==> src/rtl/div_pkg.sv <==
// div_pkg -- shared definitions for the 16-by-8 signed divider.
//   state_e         : controller states (IDLE, CALC, FIX, DONE)
//   DIV_W / DVD_W   : divisor / dividend widths
//   ITER            : restoring iterations per division
//   LATENCY         : clock edges from the accepting edge to the edge that samples done=1
//   abs_dvd/abs_dvs : two's-complement magnitude helpers (full-width unsigned result)
package div_pkg;

    localparam int DIV_W   = 8;
    localparam int DVD_W   = 16;
    localparam int ITER    = 8;
    localparam int LATENCY = 10;
    localparam int CNT_W   = 3;

    typedef enum logic [1:0] {
        IDLE = 2'd0,
        CALC = 2'd1,
        FIX  = 2'd2,
        DONE = 2'd3
    } state_e;

    // Magnitude as an unsigned value of the same width; 16'h8000 -> 16'h8000.
    function automatic logic [DVD_W-1:0] abs_dvd(input logic [DVD_W-1:0] v);
        return v[DVD_W-1] ? (~v + {{(DVD_W-1){1'b0}}, 1'b1}) : v;
    endfunction

    function automatic logic [DIV_W-1:0] abs_dvs(input logic [DIV_W-1:0] v);
        return v[DIV_W-1] ? (~v + {{(DIV_W-1){1'b0}}, 1'b1}) : v;
    endfunction

endpackage

==> src/rtl/div_step.sv <==
// div_step -- one restoring shift/subtract iteration (purely combinational).
//   pr_i  : shifted partial remainder {rem, next dividend bit}, 9 bits
//   dvs_i : divisor magnitude, 8 bits
//   pr_o  : next partial remainder, 8 bits
//   q_o   : quotient bit produced by this iteration
module div_step
    import div_pkg::*;
(
    input  logic [DIV_W:0]   pr_i,
    input  logic [DIV_W-1:0] dvs_i,
    output logic [DIV_W-1:0] pr_o,
    output logic             q_o
);

    // When the subtraction is taken the true difference is < dvs_i, so the
    // low 8 bits of a modular 8-bit subtract are exact.
    assign q_o  = (pr_i >= {1'b0, dvs_i});
    assign pr_o = q_o ? (pr_i[DIV_W-1:0] - dvs_i) : pr_i[DIV_W-1:0];

endmodule

==> src/rtl/signed_div_16by8.sv <==
// signed_div_16by8 -- multi-cycle signed 16/8 divider, fixed latency.
//   clk, rst_n   : clock, synchronous active-low reset
//   start        : request; sampled only while ready=1
//   dividend     : 16-bit two's-complement dividend, captured on accept
//   divisor      : 8-bit two's-complement divisor, captured on accept
//   ready        : able to accept start (IDLE, and the DONE cycle)
//   done         : one-cycle pulse, results valid from this cycle on
//   quotient     : 8-bit two's-complement quotient (truncated toward zero)
//   remainder    : 8-bit two's-complement remainder (sign of dividend)
//   div_by_zero  : divisor was zero; quotient/remainder forced to 0
//   overflow     : quotient outside -128..127; quotient/remainder forced to 0
//   dbg_state    : current controller state
//
// Handshake: a request is accepted on a rising edge where start=1 and
// ready=1. Accepting edge -> CALC (8 edges) -> FIX (1 edge) -> DONE, so done
// is high during the 10th clock cycle and is seen high by the 10th edge after
// acceptance; that edge may itself accept the next request.
module signed_div_16by8
    import div_pkg::*;
(
    input  logic             clk,
    input  logic             rst_n,
    input  logic             start,
    input  logic [DVD_W-1:0] dividend,
    input  logic [DIV_W-1:0] divisor,
    output logic             ready,
    output logic             done,
    output logic [DIV_W-1:0] quotient,
    output logic [DIV_W-1:0] remainder,
    output logic             div_by_zero,
    output logic             overflow,
    output state_e           dbg_state
);

    state_e           state_q;
    logic [CNT_W-1:0] cnt_q;
    logic [DIV_W-1:0] rem_q;      // partial remainder
    logic [DIV_W-1:0] sh_q;       // low dividend bits in, quotient bits out
    logic [DIV_W-1:0] dvs_mag_q;
    logic             neg_q_q;    // operand signs differ
    logic             neg_r_q;    // dividend negative
    logic             dbz_q;
    logic             hi_ovf_q;   // unsigned quotient would need > 8 bits
    logic             ready_q;
    logic             done_q;
    logic [DIV_W-1:0] quo_q;
    logic [DIV_W-1:0] rmd_q;
    logic             dbz_flag_q;
    logic             ovf_flag_q;

    logic             accept;
    logic [DVD_W-1:0] dvd_mag;
    logic [DIV_W-1:0] dvs_mag;
    logic [DIV_W-1:0] step_rem;
    logic             step_q;
    logic [DIV_W-1:0] fix_q;
    logic [DIV_W-1:0] fix_r;
    logic             fix_dbz;
    logic             fix_ovf;

    assign accept  = ready_q & start;
    assign dvd_mag = abs_dvd(dividend);
    assign dvs_mag = abs_dvs(divisor);

    // Single shared iteration datapath, reused for all ITER cycles of CALC.
    div_step u_step (
        .pr_i  ({rem_q, sh_q[DIV_W-1]}),
        .dvs_i (dvs_mag_q),
        .pr_o  (step_rem),
        .q_o   (step_q)
    );

    // Sign application and range check on the unsigned result.
    // Negative results may reach magnitude 128, positive ones only 127.
    always_comb begin
        fix_q   = '0;
        fix_r   = '0;
        fix_dbz = 1'b0;
        fix_ovf = 1'b0;
        if (dbz_q) begin
            fix_dbz = 1'b1;
        end else if (hi_ovf_q || (neg_q_q ? (sh_q > 8'd128) : sh_q[DIV_W-1])) begin
            fix_ovf = 1'b1;
        end else begin
            fix_q = neg_q_q ? (~sh_q + 8'd1) : sh_q;
            fix_r = neg_r_q ? (~rem_q + 8'd1) : rem_q;
        end
    end

    always_ff @(posedge clk) begin
        if (!rst_n) begin
            state_q    <= IDLE;
            cnt_q      <= '0;
            rem_q      <= '0;
            sh_q       <= '0;
            dvs_mag_q  <= '0;
            neg_q_q    <= 1'b0;
            neg_r_q    <= 1'b0;
            dbz_q      <= 1'b0;
            hi_ovf_q   <= 1'b0;
            ready_q    <= 1'b1;
            done_q     <= 1'b0;
            quo_q      <= '0;
            rmd_q      <= '0;
            dbz_flag_q <= 1'b0;
            ovf_flag_q <= 1'b0;
        end else begin
            case (state_q)
                IDLE, DONE: begin
                    done_q <= 1'b0;
                    if (accept) begin
                        state_q    <= CALC;
                        cnt_q      <= '0;
                        rem_q      <= dvd_mag[DVD_W-1:DIV_W];
                        sh_q       <= dvd_mag[DIV_W-1:0];
                        dvs_mag_q  <= dvs_mag;
                        neg_q_q    <= dividend[DVD_W-1] ^ divisor[DIV_W-1];
                        neg_r_q    <= dividend[DVD_W-1];
                        dbz_q      <= (divisor == '0);
                        // Upper dividend byte >= divisor means quotient >= 256.
                        hi_ovf_q   <= (dvd_mag[DVD_W-1:DIV_W] >= dvs_mag);
                        ready_q    <= 1'b0;
                        dbz_flag_q <= 1'b0;
                        ovf_flag_q <= 1'b0;
                    end else begin
                        state_q <= IDLE;
                    end
                end
                CALC: begin
                    rem_q <= step_rem;
                    sh_q  <= {sh_q[DIV_W-2:0], step_q};
                    cnt_q <= cnt_q + 1'b1;
                    if (cnt_q == CNT_W'(ITER - 1)) begin
                        state_q <= FIX;
                    end
                end
                FIX: begin
                    quo_q      <= fix_q;
                    rmd_q      <= fix_r;
                    dbz_flag_q <= fix_dbz;
                    ovf_flag_q <= fix_ovf;
                    done_q     <= 1'b1;
                    ready_q    <= 1'b1;
                    state_q    <= DONE;
                end
                default: begin
                    state_q <= IDLE;
                end
            endcase
        end
    end

    assign ready       = ready_q;
    assign done        = done_q;
    assign quotient    = quo_q;
    assign remainder   = rmd_q;
    assign div_by_zero = dbz_flag_q;
    assign overflow    = ovf_flag_q;
    assign dbg_state   = state_q;

endmodule

==> config.mk <==
export PLATFORM = sky130hd
export DESIGN_NAME = signed_div_16by8
export DESIGN_NICKNAME = d
export VERILOG_FILES = /design/src/rtl/div_pkg.sv /design/src/rtl/div_step.sv /design/src/rtl/signed_div_16by8.sv
export SDC_FILE = /design/constraint.sdc
export NUM_CORES = 1
export LEC_CHECK = 0
export BUFFER_PORTS_ARGS = -buffer_cell sky130_fd_sc_hd__buf_2
export CORE_MARGIN = 4
export CORE_UTILIZATION = 58
export DETAILED_ROUTE_END_ITERATION = 8
export HOLD_SLACK_MARGIN = 0.12
export PLACE_DENSITY = 0.8
export SLEW_MARGIN = 25
export SYNTH_ARGS = -nofsm -noshare
export SYNTH_HDL_FRONTEND = slang
export SYNTH_SLANG_ARGS = --single-unit
==> constraint.sdc <==
create_clock -name clk -period 6.2 [get_ports clk]
set_clock_uncertainty 0.15 [all_clocks]
set_input_delay 0.62 -clock clk [delete_from_list [all_inputs] [get_ports clk]]
set_output_delay 0.62 -clock clk [all_outputs]
set_load 0.05 [all_outputs]
### Word-level counts from Yosys, hierarchy flattened

Index checks and enable logic that the tools add are counted.

| cells by class | value |
|---|---|
| add/subtract/negate cells | 6 |
| $mul | 0 |
| divide/modulo/power cells | 0 |
| magnitude comparators | 3 |
| equality and inequality tests | 6 |
| shifts and indexed selects | 0 |
| multiplexer cells | 27 |
| bitwise operators | 6 |
| reduce and logical (&&, ||, !) cells | 9 |

Operator list:

| cell | number |
|---|---|
| $mux 8 | 10 |
| $pmux 8 s2 | 2 |
| $add 8x1->8 const B | 3 |
| $not 8->8 | 3 |
| $add 16x1->16 const B | 1 |
| $mux 16 | 1 |
| $not 16->16 | 1 |
| $ge 9x8->1 | 1 |
| $ge 8x8->1 | 1 |
| $gt 8x8->1 const B | 1 |
| $logic_not 8->1 | 1 |
| $pmux 1 s2 | 4 |
| $sub 8x8->8 | 1 |
| $mux 1 | 6 |
| $pmux 2 s3 | 1 |
| $pmux 3 s2 | 1 |
| $reduce_and 2->1 | 3 |
| $eq 2x2->1 const B | 2 |
| $ne 2x2->1 const B | 2 |
| $reduce_bool 2->1 | 2 |
| $add 3x1->3 const B | 1 |
| $eq 3x3->1 const B | 1 |
| $mux 3 | 1 |
| $eq 2x1->1 const B | 1 |
| other kinds (6) | 6 |

| storage, ports and cells | value |
|---|---|
| bits in registers | 53 |
| latch bits | 0 |
| bits in writable memories | 0 |
| memory bits (read-only) | 0 |
| input port bits | 27 |
| output and inout port bits | 22 |
| logic and storage cells | 72 |
| memories | 0 |

### Logic depth before layout (Yosys ltp)

| logic depth | value |
|---|---|
| depth after elaboration | 6 |
| depth in mapped cells | 12 |
| mapped depth without buffers | 12 |

### Cells and area by module

A second synthesis with hierarchy kept.

| unflattened totals | value |
|---|---|
| cell total of the unflattened synthesis | 455 |
| area, all modules | 3648.5 µm² |

Modules (own cells, without submodules):

| module | instances | cells an instance | area an instance (µm²) | sequential area each (µm²) |
|---|---|---|---|---|
| signed_div_16by8 | 1 | 386 | 3128.0 | 1061.0 |
| div_step | 1 | 69 | 520.5 | 0.0 |

### Least setup slack after synthesis

Ideal clock, no wire load.

| timing path | value |
|---|---|
| path type | input port to flip-flop |
| start | in dividend[10] |
| end | reg hi_ovf_q |
| data arrival time | 2738 ps |
| slack | 3242 ps |
| cell stages on the path | 7 |
| cell sequence | or4_4 or4_1 nor4b_1 ha_1 nor3_1 or4_1 a21oi_1 |

| on the way | value |
|---|---|
| cells in the longest elaborated chain, start to end | 4 |

Ends and longest elaborated chain:

| what | line | text |
|---|---|---|
| start: declaration | signed_div_16by8.sv:24 | `input logic [DVD_W-1:0] dividend,` |
| $not 16->16 | div_pkg.sv:24 | `return v[DVD_W-1] ? (~v + {{(DVD_W-1){1'b0}}, 1'b1}) : v;` |
| $add 16x1->16 | div_pkg.sv:24 |  |
| $mux 16 * | div_pkg.sv:24 |  |
| $ge 8x8->1 * | signed_div_16by8.sv:121 | `hi_ovf_q <= (dvd_mag[DVD_W-1:DIV_W] >= dvs_mag);` |
| end signal: assignment | signed_div_16by8.sv:121 |  |
| end: declaration | signed_div_16by8.sv:43 | `logic hi_ovf_q;` |

Mark *: on every way between the ends. The rest lies on a longest branch, timed or not.
A chain may end at the register's enable or synchronous reset.

### Worst setup path in the final report

| timing path | value |
|---|---|
| start | in dividend[8] |
| end | reg hi_ovf_q |

Same word-level chain as after synthesis.

==> out/qor.json <==
{
  "slew_headroom": 0.402,
  "critical_path.cell_chain": "buf_2 -> or4_4 -> or4_1 -> nor4b_1 -> ha_1 -> nor3_1 -> or4_1 -> a21oi_1",
  "synth-seq-cells": 53,
  "drv_cap": 0,
  "detail_route.iter0.violations": 182,
  "layout.nets": 515,
  "insertedDiodeCount": 0,
  "fill_cells": 525,
  "root_buffer_master": "clkbuf_8",
  "detail-route-antenna-nets": 0,
  "fp.dieH_um": 86.0,
  "postCtsSetupBuffers": 0,
  "detailed_place_hpwl_um": 6560,
  "die_x_um": 86.0,
  "holdCritStartpoint": "div_by_zero",
  "ys_async_sr_fraction": 0,
  "totalPowerFinal_mw": 1.94,
  "timing_hold_violations_final": 0,
  "most_common_cell_after_layout_fill_and_taps_aside": "dfxtp_1",
  "max-clock-path-buffers": 2,
  "gpl.final_weighted_congestion": 0.937,
  "hold-path-endpoint": "div_by_zero",
  "multiplexer_share_of_the_synthesized_area": 0.0227,
  "gr_busiest_metal": "met2",
  "yosys.area_share.simple": 0.189,
  "top_cell_by_count_worst_path": "or4_1",
  "gr-usage-met1": 0.333,
  "yosys.area_share.xor_xnor": 0.0845,
  "cts.hold.buffers_added": 0,
  "regToRegStartpoint": "dbg_state[0]",
  "synth_top_family_by_area": "compound AO/OA/AOI/OAI gates",
  "first_global_vias": 3042,
  "finalCoreUtilization": 0.651,
  "p_leak_nw": 1.60,
  "fmax_ghz": 0.337,
  "via_total_after_detailed_routing": 3258,
  "drt_pass1_iterations": 4,
  "post_drt_wl_per_cell_um": 15.8,
  "global_routing_met2_resource_utilization": 0.388,
  "rrSetupSlack_ps": 3370,
  "final_cell_mix": "53 x dfxtp_1, 48 x buf_2, 39 x nor2_1",
  "crit_path_end_kind": "flop",
  "cts.reportedPaths.clkPinSlew_ps": 100,
  "core.rowCount": 28,
  "fin_setup_tns_ps": 0,
  "count_of_cells_along_the_worst_hold_path": 2,
  "cp.arrival_ps": 3070,
  "layout-drive-gt1-share": 0.143,
  "global_route.usage.met3": 0.0394,
  "route.detailed.vias_per_inst": 6.06,
  "syn-instance-count": 427,
  "global_route.usage.total": 0.240,
  "cpPeakStageDelay_ps": 540,
  "synth_flop_type": "dfxtp_1",
  "design.die.area_um2": 7390,
  "critPathMaxFanout": 4,
  "grt_first_pass_wirelength_um": 14500,
  "drt_wl_total_um": 8500,
  "synthesis.yosys.warnings": 0,
  "synth_adder_area_share": 0.0944,
  "finalCritPeriodShare": 0.479,
  "cp_slowest_cell": "or4_4",
  "ys_top_cells_by_area": "dfxtp_1 30%, ha_1 8.9%, xor2_1 5.0%, nor2_1 4.2%, nand2_1 3.9%",
  "clock_latency_ps": 310,
  "synth.yosys.seq_area_share": 0.301,
  "numClockSinks": 53,
  "io_buffers": 48,
  "setup_violations": 0,
  "place_area_um2": 3770,
  "hp-class": "reg -> reg",
  "cp.buffers_inverters": 1,
  "cts_max_level": 2,
  "critical-path-top-delay-family": "simple AND/OR/NAND/NOR gates",
  "wp_data_required_ps": 6300,
  "power-per-cell-area_nw_per_um2": 503,
  "post_synth_instance_area_um2": 3530,
  "fin_crit_ps": 2970,
  "worst_r2r_endpoint": "rem_q[2]",
  "cts_tree": "done",
  "drc": 0,
  "synth_compound_gate_area_share": 0.249,
  "timing.final.max_slew_violations": 0,
  "grt_antenna_before_repair": 0,
  "cts_made_buffers": 5,
  "area_share_of_the_largest_cell_type_after_synthesis": 0.301,
  "path_class": "in -> reg",
  "critPathLaunchType": "input port",
  "post_synthesis_net_count": 480,
  "status": "completed",
  "area.growth.synth_to_final_pct": 9.37,
  "io_pins": 49,
  "design_area_um2": 3860,
  "rsz0062_at_grt": "no",
  "worst_max_slew_pin_slew_ps": 898,
  "post_synth_cell_types": 57,
  "core_um2": 5920,
  "cts_resized": 0,
  "ir_drop_mv": 0.243,
  "grt_start_max_net_pins": 27,
  "globalRouteOverflowTotal": 0,
  "initial_utilization": 0.596,
  "number_of_enable_flip_flop_cells_after_synthesis": 0,
  "synth_area_leader_cell": "dfxtp_1",
  "worstRegToRegCells": 7,
  "average_instance_area_after_synthesis_um2": 8.26
}
-- synthesized netlist by cell type, drive strengths merged (2+ instances only) --
cell type  instances
dfxtp             53
o211ai             6
o2bb2ai           10
o31ai             11
o21a               4
nor3               6
xor2              20
a311oi             2
nand2             37
o22ai              2
a211oi            13
buf                7
a21o               3
o41ai              6
xnor2             14
a21oi             24
a2bb2oi            7
nor4               4
mux2i              8
ha                25
clkbuf            15
o21ai             21
inv               24
nor2              39
nor2b              6
nand3             14
and2               9
or4                5
o311ai             2
nand2b             5
o221ai             2
nand4b             2
or3                4
-- flip-flops by register name (all words and copies together) (netlist names), 2 cells and up --
name,count
remainder,8
quotient,8
dvs_mag_q,8
cnt_q,3
dbg_state,2
sh_q,8
rem_q,8
-- worst register-to-register path: cells and delay by family, from the launching register on --
| family | cells | cell delay [ps] |
|---|---|---|
| flops | 1 | 420 |
| compound gates | 3 | 640 |
| fa+ha+maj | 1 | 780 |
| simple gates | 1 | 110 |
| buf+inv | 2 | 690 |
-- where the power goes --
part           internal [mW]  total [mW]  leakage [nW]  switching, mW
combinational          0.450        1.19          1.13          0.744
clock                 0.0805       0.202        0.0445          0.121
sequential             0.433       0.543         0.433          0.111
-- final cells by class --
cell class / instances / area, um^2 / share of cell area
sequential: 53 / 1060 / 0.275
inverter: 25 / 93.8 / 0.0243
multi-input combinational: 326 / 2250 / 0.585
timing repair buffer: 51 / 263 / 0.0681
tap: 75 / 93.8 / 0.0243
clock inverter: 3 / 21.3 / 0.00552
clock buffer: 5 / 68.8 / 0.0178
-- per-layer routing --
layer  wire, um  part of all wire
met1       3920              0.46
met2       4020              0.47
met3        454             0.053
met4        105             0.012
met5          0                 0
-- kinds of logic after synthesis --
kind of cell	count (synthesis)
simple gates	135
compound gates	123
flops	53
buf+inv	48
xor+xnor	34
fa+ha+maj	26
mux	8
-- metrics by stage --
step / hold WS [ps] / std cells / setup slack (ps)
global route: 337 / 538 / 3050
CTS: 311 / 538 / 3230
finish: 308 / 538 / 3230
detailed placement: 297 / 530 / 2910
floorplan: 286 / 427 / 3240
global placement: 292 / 530 / 3050
-- how the worst max path moves through the flow --
stage,end,from,cells past startpoint,slack (ps)
after detailed placement,hi_ovf_q,dividend[8],8,2910
after floorplan,hi_ovf_q,dividend[10],7,3240
after CTS,hi_ovf_q,dividend[8],8,3230
after global placement,hi_ovf_q,dividend[8],8,3050
final,hi_ovf_q,dividend[8],8,3230
after global routing,hi_ovf_q,dividend[8],8,3050
No activity file was read; power rests on OpenSTA's default activity.
